`src/rtl/rtc_clock_core_if.sv`:
```
// Control, set/alarm inputs and time/status outputs of rtc_clock_core.
// The master drives controls and reads time; the slave is the core itself.
interface rtc_clock_core_if;
  logic       run;
  logic       mode_12h;
  logic       set_en;
  logic [4:0] set_h;
  logic [5:0] set_m;
  logic [5:0] set_s;
  logic       alarm_en;
  logic [4:0] alarm_h;
  logic [5:0] alarm_m;
  logic       alarm_clr;
  logic [5:0] seconds;
  logic [5:0] minutes;
  logic [4:0] hours;
  logic [4:0] disp_hours;
  logic       pm;
  logic       sec_tick;
  logic       day_wrap;
  logic       set_err;
  logic       alarm_flag;

  modport master (
    output run, mode_12h, set_en, set_h, set_m, set_s,
           alarm_en, alarm_h, alarm_m, alarm_clr,
    input  seconds, minutes, hours, disp_hours, pm,
           sec_tick, day_wrap, set_err, alarm_flag
  );

  modport slave (
    input  run, mode_12h, set_en, set_h, set_m, set_s,
           alarm_en, alarm_h, alarm_m, alarm_clr,
    output seconds, minutes, hours, disp_hours, pm,
           sec_tick, day_wrap, set_err, alarm_flag
  );
endinterface

```
`src/rtl/rtc_clock_core.sv`:
```
// Time-of-day core: prescaled seconds counter with validated load,
// 12h/24h display conversion and a sticky alarm flag.
module rtc_clock_core #(
  parameter int TICKS_PER_SEC = 2,
  parameter int PS_W          = 16
) (
  input  logic             clk,
  input  logic             rst_n,
  rtc_clock_core_if.slave  bus
);

  logic [PS_W-1:0] ps_q, ps_d;
  logic [5:0]      sec_q, sec_d;
  logic [5:0]      min_q, min_d;
  logic [4:0]      hr_q, hr_d;
  logic            tick_q, tick_d;
  logic            wrap_q, wrap_d;
  logic            err_q, err_d;
  logic            alarm_q, alarm_d;

  logic            tc;
  logic            load_ok;
  logic            advance;
  logic            carry_s, carry_m, carry_h;
  logic [5:0]      sec_inc, min_inc;
  logic [4:0]      hr_inc;
  logic            alarm_hit;
  logic [4:0]      disp_hr;

  always_ff @(posedge clk or negedge rst_n) begin
    if (!rst_n) begin
      ps_q    <= '0;
      sec_q   <= '0;
      min_q   <= '0;
      hr_q    <= '0;
      tick_q  <= 1'b0;
      wrap_q  <= 1'b0;
      err_q   <= 1'b0;
      alarm_q <= 1'b0;
    end else begin
      ps_q    <= ps_d;
      sec_q   <= sec_d;
      min_q   <= min_d;
      hr_q    <= hr_d;
      tick_q  <= tick_d;
      wrap_q  <= wrap_d;
      err_q   <= err_d;
      alarm_q <= alarm_d;
    end
  end

  // A rejected load is ignored entirely, so counting carries on as if set_en were low.
  always_comb begin
    tc      = bus.run && (ps_q == PS_W'(TICKS_PER_SEC - 1));
    load_ok = bus.set_en && (bus.set_h <= 5'd23) && (bus.set_m <= 6'd59)
              && (bus.set_s <= 6'd59);
    advance = tc && !load_ok;

    carry_s = (sec_q == 6'd59);
    carry_m = carry_s && (min_q == 6'd59);
    carry_h = carry_m && (hr_q == 5'd23);
    sec_inc = carry_s ? 6'd0 : sec_q + 6'd1;
    min_inc = carry_s ? (carry_m ? 6'd0 : min_q + 6'd1) : min_q;
    hr_inc  = carry_m ? (carry_h ? 5'd0 : hr_q + 5'd1) : hr_q;

    alarm_hit = advance && bus.alarm_en && (hr_inc == bus.alarm_h)
                && (min_inc == bus.alarm_m) && (sec_inc == 6'd0);
  end

  always_comb begin
    ps_d    = ps_q;
    sec_d   = sec_q;
    min_d   = min_q;
    hr_d    = hr_q;
    tick_d  = advance;
    wrap_d  = advance && carry_h;
    err_d   = bus.set_en && !load_ok;
    alarm_d = alarm_q;

    if (load_ok) begin
      ps_d  = '0;
      sec_d = bus.set_s;
      min_d = bus.set_m;
      hr_d  = bus.set_h;
    end else if (bus.run) begin
      if (tc) begin
        ps_d  = '0;
        sec_d = sec_inc;
        min_d = min_inc;
        hr_d  = hr_inc;
      end else begin
        ps_d = ps_q + PS_W'(1);
      end
    end

    // Set has priority over a simultaneous clear.
    if (alarm_hit) begin
      alarm_d = 1'b1;
    end else if (bus.alarm_clr) begin
      alarm_d = 1'b0;
    end
  end

  always_comb begin
    disp_hr = hr_q;
    if (bus.mode_12h) begin
      if (hr_q == 5'd0) begin
        disp_hr = 5'd12;
      end else if (hr_q > 5'd12) begin
        disp_hr = hr_q - 5'd12;
      end
    end
  end

  assign bus.seconds    = sec_q;
  assign bus.minutes    = min_q;
  assign bus.hours      = hr_q;
  assign bus.disp_hours = disp_hr;
  assign bus.pm         = (hr_q >= 5'd12);
  assign bus.sec_tick   = tick_q;
  assign bus.day_wrap   = wrap_q;
  assign bus.set_err    = err_q;
  assign bus.alarm_flag = alarm_q;

endmodule

```
`src/flat_wrapper.sv`:
```
// flat-port wrapper written by rule: the top's interface ports become plain ports
module rtc_clock_core_flat 
#(
  parameter int TICKS_PER_SEC = 2,
  parameter int PS_W          = 16
)
  (clk, rst_n, bus_run, bus_mode_12h, bus_set_en, bus_set_h, bus_set_m, bus_set_s, bus_alarm_en, bus_alarm_h, bus_alarm_m, bus_alarm_clr, bus_seconds, bus_minutes, bus_hours, bus_disp_hours, bus_pm, bus_sec_tick, bus_day_wrap, bus_set_err, bus_alarm_flag);
  rtc_clock_core_if bus_i ();
  input  logic clk;
  input  logic rst_n;
  input wire logic [$bits(bus_i.run)-1:0] bus_run;
  input wire logic [$bits(bus_i.mode_12h)-1:0] bus_mode_12h;
  input wire logic [$bits(bus_i.set_en)-1:0] bus_set_en;
  input wire logic [$bits(bus_i.set_h)-1:0] bus_set_h;
  input wire logic [$bits(bus_i.set_m)-1:0] bus_set_m;
  input wire logic [$bits(bus_i.set_s)-1:0] bus_set_s;
  input wire logic [$bits(bus_i.alarm_en)-1:0] bus_alarm_en;
  input wire logic [$bits(bus_i.alarm_h)-1:0] bus_alarm_h;
  input wire logic [$bits(bus_i.alarm_m)-1:0] bus_alarm_m;
  input wire logic [$bits(bus_i.alarm_clr)-1:0] bus_alarm_clr;
  output wire logic [$bits(bus_i.seconds)-1:0] bus_seconds;
  output wire logic [$bits(bus_i.minutes)-1:0] bus_minutes;
  output wire logic [$bits(bus_i.hours)-1:0] bus_hours;
  output wire logic [$bits(bus_i.disp_hours)-1:0] bus_disp_hours;
  output wire logic [$bits(bus_i.pm)-1:0] bus_pm;
  output wire logic [$bits(bus_i.sec_tick)-1:0] bus_sec_tick;
  output wire logic [$bits(bus_i.day_wrap)-1:0] bus_day_wrap;
  output wire logic [$bits(bus_i.set_err)-1:0] bus_set_err;
  output wire logic [$bits(bus_i.alarm_flag)-1:0] bus_alarm_flag;
  assign bus_i.run = bus_run;
  assign bus_i.mode_12h = bus_mode_12h;
  assign bus_i.set_en = bus_set_en;
  assign bus_i.set_h = bus_set_h;
  assign bus_i.set_m = bus_set_m;
  assign bus_i.set_s = bus_set_s;
  assign bus_i.alarm_en = bus_alarm_en;
  assign bus_i.alarm_h = bus_alarm_h;
  assign bus_i.alarm_m = bus_alarm_m;
  assign bus_i.alarm_clr = bus_alarm_clr;
  assign bus_seconds = bus_i.seconds;
  assign bus_minutes = bus_i.minutes;
  assign bus_hours = bus_i.hours;
  assign bus_disp_hours = bus_i.disp_hours;
  assign bus_pm = bus_i.pm;
  assign bus_sec_tick = bus_i.sec_tick;
  assign bus_day_wrap = bus_i.day_wrap;
  assign bus_set_err = bus_i.set_err;
  assign bus_alarm_flag = bus_i.alarm_flag;
  rtc_clock_core #(.TICKS_PER_SEC(TICKS_PER_SEC), .PS_W(PS_W)) u_core (.clk(clk), .rst_n(rst_n), .bus(bus_i));
endmodule
```
`config.mk`:
```
export PLATFORM = sky130hd
export DESIGN_NAME = rtc_clock_core_flat
export DESIGN_NICKNAME = d
export VERILOG_FILES = /design/src/rtl/rtc_clock_core_if.sv /design/src/rtl/rtc_clock_core.sv /design/src/flat_wrapper.sv
export SDC_FILE = /design/constraint.sdc
export NUM_CORES = 1
export LEC_CHECK = 0
export BUFFER_PORTS_ARGS = -buffer_cell sky130_fd_sc_hd__buf_2
export CELL_PAD_IN_SITES_DETAIL_PLACEMENT = 1
export CELL_PAD_IN_SITES_GLOBAL_PLACEMENT = 1
export CORE_ASPECT_RATIO = 0.7
export CORE_MARGIN = 2
export CORE_UTILIZATION = 35
export DETAILED_ROUTE_END_ITERATION = 10
export PLACE_DENSITY_LB_ADDON = 0.1
export SKIP_LAST_GASP = 1
export SYNTH_ARGS = -nofsm -noshare
export SYNTH_HDL_FRONTEND = slang
export SYNTH_SLANG_ARGS = --single-unit
```
`constraint.sdc`:
```
create_clock -name clk -period 4.3 [get_ports clk]
set_input_delay 0.86 -clock clk [delete_from_list [all_inputs] [get_ports clk]]
set_output_delay 0.86 -clock clk [all_outputs]
set_load 0.005 [all_outputs]
```
==> results.md <==
- Post_cts resized: 0
- Sequential cell area: 926 um2
- RSZ-0062 raised after global routing: false
- Power per Cell Area: 317 nW/um2
- CTS max path bufs: 2
- Tightest Hold Check Type: register to register
- CP endpoint kind: output port
- Skew final: 0.00679 ns
- 1st-iter DRT viols: 108
- Gr usage total: 21.0%
- Horiz. Die Dim: 109 um
- Post-Route Setup TNS: 0 ns
- Clock edge transition at the registers on the reported setup and hold paths: 0.08 ns
- Yosys reg bits: 37
- FMAX: 0.359 GHz
- Initial antenna violation count: 0
- Period utilization: 64.7%
- Synth cell types: 53
- Arrival time at the worst endpoint: 1.92 ns
- Worst vdd ir: 0.000132 V
- Worst Tran Pin Value: 0.884 ns
- Final WS setup: 1.52 ns
- Initial Utilization: 36.8%
- Synth area leaders: dfrtp_1 (34%), nand2_1 (5.8%), nor2_1 (5.8%)
- Largest net degree at the start of global routing: 38
- Layout cell share with drive strength beyond 1: 20.7%
- Wire length per cell: 17.3 um
- Global route overflow: 0
- # rows: 26
- Final setup violation count: 0
- DR pass1 iterations: 5
- Total number of vias: 2666
- Post-CTS setup buffer count: 0
- Final Util: 42.9%
- Final nets: 430
- Vias in the first global route: 2674
- Yosys warning count: 0
- DRT antenna net count: 0
- PortBufs: 61
- Sequential area share after synthesis: 34.0%
- Area delta synth->final: 16.8%
- WP data required: 3.44 ns
- Detailed placement HPWL: 6420 um
- Max Slew Vio Count: 0
- Core ar.: 7420 um2
- Clk_lat worst skew: 0.29 ns
- CP startpoint kind: register
- I/O pin cnt: 62
- WL final: 8370 um
- Post-Syn Area per Cell: 8.24 um2
- Fillers: 918
- Netlist Area Pre-Place: 2730 um2
- CTS buffer count: 5
- Cell count after synthesis: 331
- Max-cap violations: 0
- Dominant cell type by area after synthesis: dfrtp_1
- CTS sink cnt: 37
- Crit Path Max Fanout: 7
- Via density: 5.50
- Async set or reset register ratio after synthesis: 100%
- Top_reg_cell synth: dfrtp_1
- Leakage power: 1.39 nW
- Area of the multi-input gates: 1700 um2
- Hold-fix buffers, CTS: 0
- Status: finished, final reports clean
- Final Critical Period: 2.78 ns
- DIE HEIGHT: 77.8 um
- CTS tree: yes
- Top cell type's share of synthesized area: 34.0%
- Rel. slew slack: 41.0%
- Hold slack: 0.514 ns
- Die footprint: 8520 um2
- Post-synth EDFFs: 0
- Mapped Nets: 375
- Kind of critical path: register to output port
- Residual DRC: 0
- CTS root buffer: clkbuf_8
- Routability cong.: 0.843
- Pre-CTS worst setup slack: 1.40 ns
- First-pass GRT wire length: 13900 um
- Hold Vio Cnt, Final: 0
- H-Tree Depth: 2
- Antenna cell count: 0
-- worst paths after layout --
path	to	slack [ns]	startpoint	cells after the start
max	bus_disp_hours[3]	1.52	u_core.bus.hours[0]$_DFFE_PN0P_	7
min	u_core.bus.alarm_flag$_DFFE_PN0P_	0.51	u_core.bus.alarm_flag$_DFFE_PN0P_	2
max reg2reg	u_core.bus.alarm_flag$_DFFE_PN0P_	1.70	u_core.bus.seconds[0]$_DFFE_PN0P_	8
min reg2reg	u_core.bus.alarm_flag$_DFFE_PN0P_	0.51	u_core.bus.alarm_flag$_DFFE_PN0P_	2
max in group asynchronous	u_core.bus.minutes[5]$_DFFE_PN0P_	3.06	rst_n	1
min in group asynchronous	u_core.ps_q[6]$_DFFE_PN0P_	0.68	rst_n	1
-- cells in the final DEF (no fill, tap or decap), types with 3 or more instances in the layout --
cell,count
buf_2,61
nand2_1,42
nor2_1,42
dfrtp_1,37
o21ai_0,22
a21oi_1,20
xnor2_1,12
nand3_1,12
xor2_1,10
and3_1,9
nor3_1,9
ha_1,9
a31oi_1,8
inv_1,7
mux2i_1,7
nand4_1,6
nor4_1,5
o211ai_1,5
clkbuf_8,5
and2_1,4
a211oi_1,4
nand4b_1,3
nand2b_1,3
or3_1,3
-- where the power goes --
part	total [mW]	switching, mW	internal (mW)
sequential	0.448	0.0686	0.379
combinational	0.312	0.182	0.130
clock	0.250	0.138	0.112
-- stage by stage --
stage                     area (um2)  power [mW]  instances
after global routing            3180        1.09        485
after global placement          3100       0.762        477
after CTS                       3180        1.02        485
final                           3180        1.01        485
after floorplan                 2730       0.635        331
after detailed placement        3100       0.769        477
-- cells in the mapped netlist (4+ instances only) --
cell and instances:
xor2_1 10, inv_1 7, nand3_1 12, nand4_1 6
clkbuf_1 12, ha_1 9, nand2_1 42, a211oi_1 4
a21oi_1 20, nor4_1 5, xnor2_1 12, dfrtp_1 37
o21ai_0 22, mux2i_1 7, nor3_1 9, and3_1 9
o211ai_1 5, a31oi_1 8, and2_1 4, nor2_1 42
-- routing by layer --
layer	share of wire, %	routed length, um	track usage [%]
met5	0	0	0
met4	0.65	54	3.42
met3	5.4	453	3.87
met2	39	3300	30.1
met1	54	4560	32.7
-- flip-flops by register name (all words and copies together), names as in the netlist --
| name | cells |
|---|---|
| u_core.bus.alarm_flag | 1 |
| u_core.bus.day_wrap | 1 |
| u_core.bus.hours | 5 |
| u_core.bus.minutes | 6 |
| u_core.bus.sec_tick | 1 |
| u_core.bus.seconds | 6 |
| u_core.bus.set_err | 1 |
| u_core.ps_q | 16 |
-- logic make-up after synthesis --
kind of cell | share of synthesized area, %
and+or+nand+nor | 30.5
AOI/OAI and AO/OA | 18.2
DFF | 34.0
xor gates and xnor gates | 7.07
buffers and inverters | 3.63
adders and majority gates | 4.13
muxes | 2.57
-- final cells by class --
type                    instances  area share [%]
clock buffers                   5            2.16
clock inverters                 3           0.550
inverters                       7           0.825
multi-input cells             272            53.5
flip-flops and latches         37            29.1
well taps                      98            3.85
repair buffers                 63            10.1
-- critical path, stage by stage (launching register included) --
cell and delay, ns:
dfrtp_1 0.48, inv_1 0.16, ha_1 0.25, a21oi_1 0.08, o21ai_0 0.27, nor2_1 0.08, o21ai_0 0.16, buf_2 0.13
Power figures use the tool's default switching activity.
